$ cat src/rtl/pipeline_sequencer.sv
// Pipeline sequencer: generates PC, inter-stage, RAM and register-file write strobes for an N-stage datapath.
// Latency: strobes are combinational from registered state plus run/stage_busy/flush; state commits on the same edge.
// Backpressure: run=0 freezes all state with no strobes; a busy live stage stalls the token or the whole pipe.
//
// Ports:
//   clk, reset_n      - clock, synchronous active-low reset
//   mode              - 0 = sequential, 1 = overlapped; captured only while reset_n = 0
//   run               - advance allowed
//   stage_busy[N-1:0] - per-stage "needs more cycles"
//   flush             - branch taken at FLUSH_STAGE (overlapped mode only)
//   pc_wren, stage_wren[N-2:0], ram_wren, reg_wren - write strobes
//   stage_reset_n     - registered active-low reset for the pipeline registers
//   retire_count      - committed writebacks, wraps at 2^32
module pipeline_sequencer #(
  parameter int NUM_STAGES   = 5,
  parameter int MEM_STAGE    = 3,
  parameter int FLUSH_STAGE  = 3,
  parameter int RESET_CYCLES = 2
) (
  input  logic                  clk,
  input  logic                  reset_n,
  input  logic                  mode,
  input  logic                  run,
  input  logic [NUM_STAGES-1:0] stage_busy,
  input  logic                  flush,
  output logic                  pc_wren,
  output logic [NUM_STAGES-2:0] stage_wren,
  output logic                  ram_wren,
  output logic                  reg_wren,
  output logic                  stage_reset_n,
  output logic [31:0]           retire_count
);

  localparam int              CW      = (RESET_CYCLES < 2) ? 1 : $clog2(RESET_CYCLES + 1);
  localparam logic [CW-1:0]   RC_INIT = CW'(RESET_CYCLES);
  localparam logic [NUM_STAGES-1:0] TOKEN_INIT = {{(NUM_STAGES-1){1'b0}}, 1'b1};

  logic                  r_mode;
  logic [NUM_STAGES-1:0] r_token;
  logic [NUM_STAGES-1:0] r_valid;
  logic [CW-1:0]         r_rst_cnt;
  logic                  r_stage_rst_n;
  logic [31:0]           r_retire;

  logic                  w_en;
  logic                  w_tok_busy;
  logic                  w_stall;
  logic                  w_seq_go;
  logic                  w_adv;
  logic                  w_flush_hit;
  logic [NUM_STAGES-1:0] w_valid_nxt;

  always_comb begin
    w_en        = reset_n & r_stage_rst_n & run;
    // Only the busy bit of the stage holding the token matters in sequential mode.
    w_tok_busy  = |(r_token & stage_busy);
    // Only live stages can stall the overlapped pipe.
    w_stall     = |(r_valid & stage_busy);
    w_seq_go    = w_en & ~r_mode & ~w_tok_busy;
    w_adv       = w_en & r_mode & ~w_stall;
    w_flush_hit = flush & r_valid[FLUSH_STAGE];

    // Flush squashes everything younger than the resolving stage; the branch itself moves on.
    w_valid_nxt    = '0;
    w_valid_nxt[0] = 1'b1;
    for (int i = 1; i < NUM_STAGES; i++) begin
      w_valid_nxt[i] = r_valid[i-1] & ~(w_flush_hit & (i <= FLUSH_STAGE));
    end
  end

  always_comb begin
    pc_wren  = w_adv | (w_seq_go & r_token[NUM_STAGES-1]);
    ram_wren = (w_adv & r_valid[MEM_STAGE]) | (w_seq_go & r_token[MEM_STAGE]);
    reg_wren = (w_adv & r_valid[NUM_STAGES-1]) | (w_seq_go & r_token[NUM_STAGES-1]);
    if (w_adv) begin
      stage_wren = '1;
    end else if (w_seq_go) begin
      stage_wren = r_token[NUM_STAGES-2:0];
    end else begin
      stage_wren = '0;
    end
  end

  always_ff @(posedge clk) begin
    if (!reset_n) begin
      r_mode        <= mode;
      r_token       <= TOKEN_INIT;
      r_valid       <= '0;
      r_rst_cnt     <= RC_INIT;
      r_stage_rst_n <= 1'b0;
      r_retire      <= '0;
    end else begin
      if (r_rst_cnt == '0) begin
        r_stage_rst_n <= 1'b1;
      end else begin
        r_rst_cnt <= r_rst_cnt - 1'b1;
      end
      if (w_seq_go) begin
        r_token <= {r_token[NUM_STAGES-2:0], r_token[NUM_STAGES-1]};
      end
      if (w_adv) begin
        r_valid <= w_valid_nxt;
      end
      // reg_wren is exactly the commit condition in both modes.
      if (reg_wren) begin
        r_retire <= r_retire + 32'd1;
      end
    end
  end

  assign stage_reset_n = r_stage_rst_n;
  assign retire_count  = r_retire;

endmodule

$ cat config.mk
export PLATFORM = sky130hd
export DESIGN_NAME = pipeline_sequencer
export DESIGN_NICKNAME = d
export VERILOG_FILES = /design/src/rtl/pipeline_sequencer.sv
export SDC_FILE = /design/constraint.sdc
export NUM_CORES = 1
export LEC_CHECK = 0
export ABC_AREA = 1
export CORE_MARGIN = 3
export CORE_UTILIZATION = 53
export CTS_CLUSTER_SIZE = 10
export DETAILED_ROUTE_END_ITERATION = 12
export GPL_TIMING_DRIVEN = 1
export PLACE_DENSITY = 0.8
export SLEW_MARGIN = 10
export SYNTH_ARGS = -nofsm -noshare
export SYNTH_HDL_FRONTEND = slang
export SYNTH_SLANG_ARGS = --single-unit
$ cat constraint.sdc
create_clock -name clk -period 1.9 [get_ports clk]
set_clock_uncertainty 0.1 [all_clocks]
set_input_delay 0.19 -clock clk [delete_from_list [all_inputs] [get_ports clk]]
set_output_delay 0.19 -clock clk [all_outputs]
set_load 0.03 [all_outputs]
### Yosys cells after proc, flatten, opt, wreduce, memory -nomap -nowiden

Cells that the tools add are included.

| word-level totals | value |
|---|---|
| RAM bits | 0 |
| output and inout bits | 40 |
| latch bits | 0 |
| input bits | 10 |
| ROM bits | 0 |
| memories | 0 |
| logic and storage cells | 36 |
| register bits after elaboration | 46 |

| cells by class | value |
|---|---|
| muxes and demuxes | 2 |
| bitwise logic cells | 23 |
| equality and inequality tests | 0 |
| reduce and logical (&&, ||, !) cells | 3 |
| divide/modulo/power cells | 0 |
| multipliers | 0 |
| add/subtract/negate cells | 2 |
| $lt $le $gt $ge | 0 |
| shifts and indexed selects | 0 |

Operator list:

| kind | number |
|---|---|
| 32-bit by 1-bit adder with 32-bit output, second input constant | 1 |
| 1-bit bitwise AND | 14 |
| 5-bit bitwise AND | 2 |
| 5-bit OR reduction | 2 |
| 4-bit 2-to-1 mux | 2 |
| 1-bit NOT | 4 |
| 1-bit OR | 3 |
| 2-bit logical NOT | 1 |
| 2-bit by 1-bit subtractor with 2-bit output, second input constant | 1 |

### Depth between registers and ports, before layout

Gate-level depths: netlist of the first run.

| logic depth | value |
|---|---|
| depth in word-level cells | 6 |
| mapped depth | 10 |
| depth with buffers taken out | 10 |

### Least setup slack after synthesis of the first run

Ideal clock, no wire load.

| path | value |
|---|---|
| path kind | reg2reg |
| start point | reg r_retire[1] (netlist: retire_count[1]) |
| end point | reg r_retire[30] (netlist: retire_count[30]) |
| clock period less this slack | 1.775 ns |
| buffers on the path | 0 |
| library setup time | 0.109 ns |
| setup slack | 0.125 ns |
| arrival time | 1.566 ns |
| stages on the path, launching flop included | 11 |
| path through | dfxtp_1 ha_1 nand2_1 nor2_2 nand2_1 nor2_4 nand2_1 nand2_1 nand3_1 nand2_1 inv_1 |

| between the ends | value |
|---|---|
| cells in the longest elaborated chain, start to end | 1 |

Ends and longest elaborated chain:

| item | RTL line | source |
|---|---|---|
| from (decl) | 43 | `logic [31:0] r_retire;` |
| from (signal assigned) | 106 | `r_retire <= r_retire + 32'd1;` |
| 32-bit by 1-bit adder with 32-bit output | 106 |  |

Every way passes these cells.
A chain may end at the register's enable or synchronous reset.

### Final worst setup path of the first run

| path | value |
|---|---|
| start point | reg r_mode |
| end point | out ram_wren |

| between the ends | value |
|---|---|
| cells in the longest elaborated chain, start to end | 5 |

Ends and longest elaborated chain:

| item | RTL line | source |
|---|---|---|
| from (decl) | 38 | `logic r_mode;` |
| from (signal assigned) | 86 | `r_mode <= mode;` |
| 1-bit NOT | 59 | `w_seq_go = w_en & ~r_mode & ~w_tok_busy;` |
| 1-bit bitwise AND (2 in a row) | 59 |  |
| 1-bit bitwise AND | 73 | `ram_wren = (w_adv & r_valid[MEM_STAGE]) \| (w_seq_go & r_token[MEM_STAGE]);` |
| 1-bit OR (*) | 73 |  |
| to (decl) | 28 | `output logic ram_wren,` |

Mark *: on every way between the ends. The rest lies on a longest branch, timed or not.

==> results by stage, run 1 <==
Route:
- Detailed routing inserted a total of 2,891 vias.
- The routed wire length on met3 is about 270 µm.
- For this run, design rule violations remaining after detail routing come to 0.
- The first-iteration detailed-routing DRC count is approximately 170.
- The top layer reached by signal wires is met4.
- The routed design uses about 3.2 mm of met2 wire.
- The detailed-router iteration count before antenna repair is 4.
- The final routed wirelength across all metal layers is a little under 7 mm.
- The final routed wire length divided by cell count is between 10 and 15 µm.
- The detail-routed via count per cell is roughly 5.0.
- In this run the remaining antenna-violating nets after routing total 0.
- The detailed router put a total of 3.221 mm of wire on met1.

Cells and area:
- The fraction of final layout cells sized beyond drive strength 1 is 0.1006.
- Summing all non-filler instances in the final layout gives an area of approximately 0.0035 mm².
- After the last flow step, the layout net total stands at ~520.
- The number of inserted filler cells in the final layout is between 400 and 500.
- The synthesis-to-finish area growth is 27.62%.
- In the final layout, flip-flops and latches occupy 932.1 µm².
- At the end of the flow the core is filled with cells to 0.7192.
- The multi-input combinational cells in the finished layout cover a total of 0.001570 mm².
- The number of diodes is 0.

Placed design:
- The number of buffer cells added on primary ports is between 40 and 50.
- The placement-stage cell area is 0.003349 mm².
- The wire-length estimate of the detail-placed layout is roughly 5 mm.
- The last weighted congestion value of the routability-driven placer is approximately 0.9.

Flow run:
- The max-capacitance violation count is 0.

Floorplan:
- The die is about 80 µm wide.
- The initial utilization of the core area, before any placement, comes to 0.5636.
- The placeable core area is between 0.004 and 0.005 mm².
- The floorplan step defined a die boundary enclosing 0.006089 mm².
- In this run the core area contains 25 standard-cell rows.
- The number of I/O pins is 50.
- The die is approximately 78 µm tall.

Setup path:
- The data required time of the worst path is around 1600 ps.
- The worst setup path category is reg2out.
- The critical path arrival is 1530 ps.
- The kind of end point of the critical path is an output pin.
- The startpoint type of the worst setup path is a flip-flop.
- Along the worst path, the maximum fanout reaches 5.

STA:
- Timing would allow up to between 0.5 and 0.6 GHz.
- The measured slew at the worst slew-check pin is approximately 360 ps.
- The count of final max-slew check failures came to 0.
- Setup violations remaining at the end of the flow were counted as 0.
- Setup repair after global routing could not meet its margin everywhere.
- The number of hold violations in the final report was 0.
- Counting I/O delays and the setup requirement, the final critical path takes around 1800 ps.
- The final period utilization is 0.9605.
- For the final routed database, the setup TNS stands at 0 ps.
- The headroom to the max-slew limit is 0.7615.

Synth:
- The count of flip-flops with a built-in enable after synthesis is 1.
- Synthesis inferred 46 register bits.
- The cell count after synthesis came out at ~450.
- By area the synthesized netlist is led by dfxtp_1 (33%), nand2_1 (22%), nand3_1 (9.3%).
- The most used flip-flop cell after synthesis is dfxtp_1.
- The total of warnings raised by yosys is 0.
- After synthesis, the most frequently instantiated cells are nand2_1 (158), nor2_1 (65), inv_1 (52).
- In this run, distinct cell masters in the synthesized netlist total 23.
- dfxtp_1 takes more of the synthesized area than any other cell.
- For this run, the register share of the synthesized area comes to 0.3385.
- In this run the mean area of a mapped cell was slightly above 6 µm².
- The most common cell in the synthesized netlist is nand2_1.
- The cell area that synthesis handed to floorplanning was around 0.0028 mm².
- The async set-or-reset flop fraction in the synthesized netlist is 0.
- The portion of synthesized cell area occupied by the leading cell type is 0.3276.
- The net count after synthesis is 459.

Clock tree:
- The tree is rooted in a clkbuf_8.
- Clock-pin slew was measured on the worst setup and hold paths at 80 ps.
- Buffers inserted during clock tree synthesis total 5.
- The number of sinks handled by clock tree synthesis is 46.
- In this run the deepest clock path goes through 2 buffers.
- Clock latency on the worst-skew pair, taken at its later pin, is ~300 ps.
- The TritonCTS clock tree is done.
- CTS built an H-tree with a depth of 2.

Power:
- The reported leakage power is between 1.5 and 2 nW.
- The overall power after layout is 1.908 mW.
- VDD sags by at most 0.5377 mV.
- The areal power density over the cells is roughly 540 mW/mm².

Global route:
- The initial antenna violation count came to 0.
- The number of global-route vias before repair is ~2.7k.
- The overflow left after global routing is 0.
- The all-layer global routing usage is 0.2408.
- The pin count of the biggest net entering global routing is 36.
- The first-pass GRT wire length is between 10 and 15 mm.

Hold path:
- In this run the worst hold path is classified as in2reg.

Outcome:
- The flow ran to the end, and the final reports show no timing, DRC or antenna violations.
==> placed cells by master (no fill, tap or decap), types with 7 or more instances in the layout <==
cell | synthesis | final
buf_4 | 2 | 15
clkdlybuf4s50_1 | 0 | 42
clkbuf_8 | 0 | 8
a21oi_1 | 24 | 24
nor2_1 | 65 | 64
nor2_4 | 5 | 7
dfxtp_1 | 45 | 44
nand3_1 | 51 | 51
inv_1 | 52 | 51
nand2_1 | 158 | 156
o21ai_1 | 10 | 10
==> metrics by stage <==
step           setup WS [ps]  instances  hold slack (ps)
3_5_place_dp           20.46        565            374.4
2_1_floorplan          125.2        447            188.9
5_1_grt               -44.92        574            346.3
3_3_place_gp           55.80        565            355.5
6_report               75.11        574            347.1
4_1_cts                4.268        573            340.7
==> state kept, by name, summed over array words and instances, names as in the netlist <==
name	cells
retire_count	32
r_token	5
r_valid	5
r_rst_cnt	2
r_mode	1
stage_reset_n	1
==> kinds of logic (layout without fill, tap and decap cells) <==
family	count (synthesis)	count (layout)	share of synthesized area
and+or+nand+nor	292	292	0.4613
AOI/OAI and AO/OA	36	36	0.06552
buffers and inverters	63	123	0.1001
xor gates and xnor gates	8	8	0.02548
DFF	46	46	0.3385
adders and majority gates	2	2	0.009098
==> critical path, cell delays in order (launching register included) <==
cell and delay [ps]:
edfxtp_1 440, buf_4 160, nand2_1 100, nor2_4 50
nand2_2 110, inv_1 60, nand2_1 100, nand2_1 80
buf_6 140
==> path summary, 6_finish.rpt <==
check                       start               end  slack (ps)  cells past startpoint
hold / removal               mode            r_mode         350                      1
setup / recovery           r_mode          ram_wren          80                      8
setup reg to reg  retire_count[0]  retire_count[26]         210                     10
hold reg to reg      r_rst_cnt[1]      r_rst_cnt[1]         390                      2
==> metal layers <==
layer | vias to the layer above | GRT usage
li1 | 1509 | -
met4 | 0 | 0.09266
met2 | 72 | 0.3990
met3 | 13 | 0.04128
met5 | - | 0
met1 | 1297 | 0.3132
==> power by group <==
part           internal, mW  leakage (nW)  switching [mW]
clock network         0.368        0.0575           0.337
registers             0.997         0.373          0.0227
logic                0.0786          1.11           0.106
==> layout make-up <==
cell class | count | area share
multi-input cells | 338 | 0.4474
flip-flops and latches | 46 | 0.2656
repair buffers | 63 | 0.1761
inverters | 52 | 0.05561
clock buffers | 8 | 0.03137
well taps | 67 | 0.02389
==> timing repair <==
action | CTS | global route
pin swaps | 0 | 2
endpoints found under the setup margin | 1 | 6
setup buffers | 0 | 1
hold buffers | 0 | 0
resized for setup | 1 | 11
gates cloned | 0 | 0
(Power assumes the default switching activity.)
==> run 2: changes to the inputs <==
- ABC_CLOCK_PERIOD_IN_PS: default -> 1900
- CORE_MARGIN: 3 -> 1.5
==> run 2 against run 1 <==
Net effect: power fell by 4.4%; global-route usage up 0.93 points; highest routed layer unchanged; register-to-register slack got worse by 20 ps.
==> results by stage, run 2 (synthesis results as in run 1) <==
Global route:
- Entering global routing, the biggest net connects 32 pins.
- The number of global-route vias before repair is about 2.5k.
- The overflow left after global routing is 0.
- The all-layer global routing usage is 0.2501.
- The initial antenna violation count is 0.
- The first global-routing pass estimated 10.98 mm of wire.

Cells and area:
- Of the cells placed in the final design, the portion with a size suffix greater than 1 is 0.09325.
- The synthesis-to-finish area growth is 25.07%.
- In the final layout, the multi-input gates occupy 0.001562 mm².
- The net count of the finished layout is ~520.
- The register with the most flip-flops in the layout has 32 of them.
- The number of inserted filler cells in the final layout is approximately 480.
- The sequential cell area is approximately 930 µm².
- In the layout the commonest cells are nand2_1 (157), nor2_1 (63), inv_1 (51), nand3_1 (51), dfxtp_1 (44).
- The utilization after layout is 0.6821.
- Leaving out fill and tap cells, the most frequent cell in the layout is nand2_1.
- The number of diodes is 0.

Setup path:
- The worst-path maximum fanout is 4.
- The critical path is of the reg2out type.
- The critical path arrival is approximately 1500 ps.
- The worst register-to-register path begins at retire_count[1].
- The worst register-to-register path has a depth of 10.
- The data required time of the worst path is 1610 ps.
- The worst register-to-register path ends at retire_count[30].
- The register-to-register path setup slack is around 190 ps.
- The kind of end point of the critical path is an output pin.
- The startpoint type of the worst setup path is a flip-flop.

STA:
- At the pin with the least slew margin, the transition time is between 300 and 400 ps.
- The highest attainable clock frequency is about 0.55 GHz.
- The final period utilization is 0.9564.
- The number of hold violations in the final report is 0.
- Setup violations remaining at the end of the flow were counted as 0.
- The post-route setup TNS is 0 ps.
- The count of final max-slew check failures is 0.
- The headroom to the max-slew limit is 0.7751.
- The post-route minimum period is about 1800 ps.

Placed design:
- The number of buffer cells added on primary ports is 49.
- The congestion estimate from routability-driven global placement came to between 0.8 and 0.9.
- The HPWL after detailed placement is roughly 4.9 mm.

Outcome:
- The run finished with clean final reports.

Clock tree:
- For the worst-skew pair, the clock arrives at the later sink with an insertion delay of 300 ps.
- The H-tree generated during clock tree synthesis spans 2 levels.
- The tree built by TritonCTS fans out to 46 sinks.
- The root buffer cell chosen for the clock tree is clkbuf_8.
- After clock tree synthesis, the clock-pin slew on the worst setup and hold paths is ~80 ps.
- The number of clock buffers added by TritonCTS is 5.
- The TritonCTS clock tree is done.
- In this run the deepest clock path goes through 2 buffers.
- The number of buffers added for setup after CTS is 0.

Floorplan:
- The placeable core area is between 0.005 and 0.006 mm².
- The vertical die dimension is between 70 and 80 µm.
- The floorplan has 26 rows.
- Measured along the x axis, the die boundary spans about 75 µm.
- The initial standard-cell utilization of the core is 0.5454.
- During I/O placement, the number of pins put on the boundary was 50.
- The die covers between 0.005 and 0.006 mm².

Route:
- After detailed routing, the average wire length per cell comes to around 11 µm.
- The pre-antenna-repair detailed-routing pass consisted of 4 iterations.
- The final layout contains routed wiring with a total length of about 6.6 mm.
- In this run the remaining antenna-violating nets after routing total 0.
- For this run, design rule violations remaining after detail routing come to 0.
- After detailed routing, the number of vias per cell comes to slightly below 5.
- The first-iteration detailed-routing DRC count is approximately 170.
- For this block, the via count after detailed routing is 2,849.

Hold path:
- The number of stages on the worst hold path is 1.
- The startpoint of the most critical hold path is mode.
- The path with the worst hold slack has its endpoint at r_mode.
- The type of the most critical hold path is in2reg.

Power:
- The maximum vdd drop is about 0.33 mV.
- The reported leakage power is 1.510 nW.
- For this design the ratio of total power to cell area is approximately 530 mW/mm².

Flow run:
- The max-capacitance violation count is 0.
## run 2: cell count changes in the layout (fill, tap and decap cells not counted), sizes merged
cell | previous run | this run
clkbuf | 8 | 7
buf | 21 | 18
clkinv | 0 | 1
## run 2: stage by stage
stage          power (mW)  worst slack [ps]  instances  instance area [µm²]  hold WS [ps]
6_report            1.824             82.85        574                 3440         345.1
5_1_grt             1.902            -10.02        574                 3440         344.7
4_1_cts             1.828             16.33        574                 3420         340.4
3_5_place_dp        1.214            -32.01        566                 3326         364.4
3_3_place_gp        1.207             20.48        566                 3326         352.0
2_1_floorplan       1.142             125.2        447                 2750         188.9
## run 2: layout make-up
type,instances,area share
multi-input cells,338,0.4540
flip-flops and latches,46,0.2710
repair buffers,60,0.1662
inverters,52,0.05675
well taps,70,0.02546
clock buffers,7,0.02510
clock inverters,1,0.001455
## run 2: layer usage
layer	part of all wire	vias up	track usage	routed length, µm
met5	0	-	0	0
met4	0.011	0	0.06869	72
met3	0.057	8	0.05087	372
met2	0.46	71	0.4120	3012
met1	0.47	1272	0.3336	3100
li1	-	1498	-	-
## run 2: power by group
group	internal [mW]	total, mW	switching [mW]
clock network	0.294	0.627	0.333
registers	0.997	1.01	0.0167
logic	0.0762	0.183	0.107
## run 2: repair_timing
item,4_1_cts,5_1_grt
pin swaps,0,1
gates resized for setup,1,7
endpoints found under the setup margin,1,5
hold buffers,0,0
## run 2: worst max-delay path, cell delays in order, from the launching register on
cell	delay, ps
edfxtp_1	430
inv_1	70
nand2_1	80
nor2_4	170
nand2_2	90
inv_2	80
nand2_1	90
nand2_1	100
buf_6	130
## run 2: worst max path at each step
stage                             endpoint  slack, ps             from  cells past startpoint
after floorplan           retire_count[30]        130  retire_count[1]                     10
after global placement    retire_count[28]         20    stage_busy[3]                     10
after detailed placement  retire_count[30]        -30    stage_busy[2]                     10
after CTS                    stage_wren[1]         20       r_valid[3]                      7
after global routing              ram_wren        -10           r_mode                      8
final                             ram_wren         80           r_mode                      8
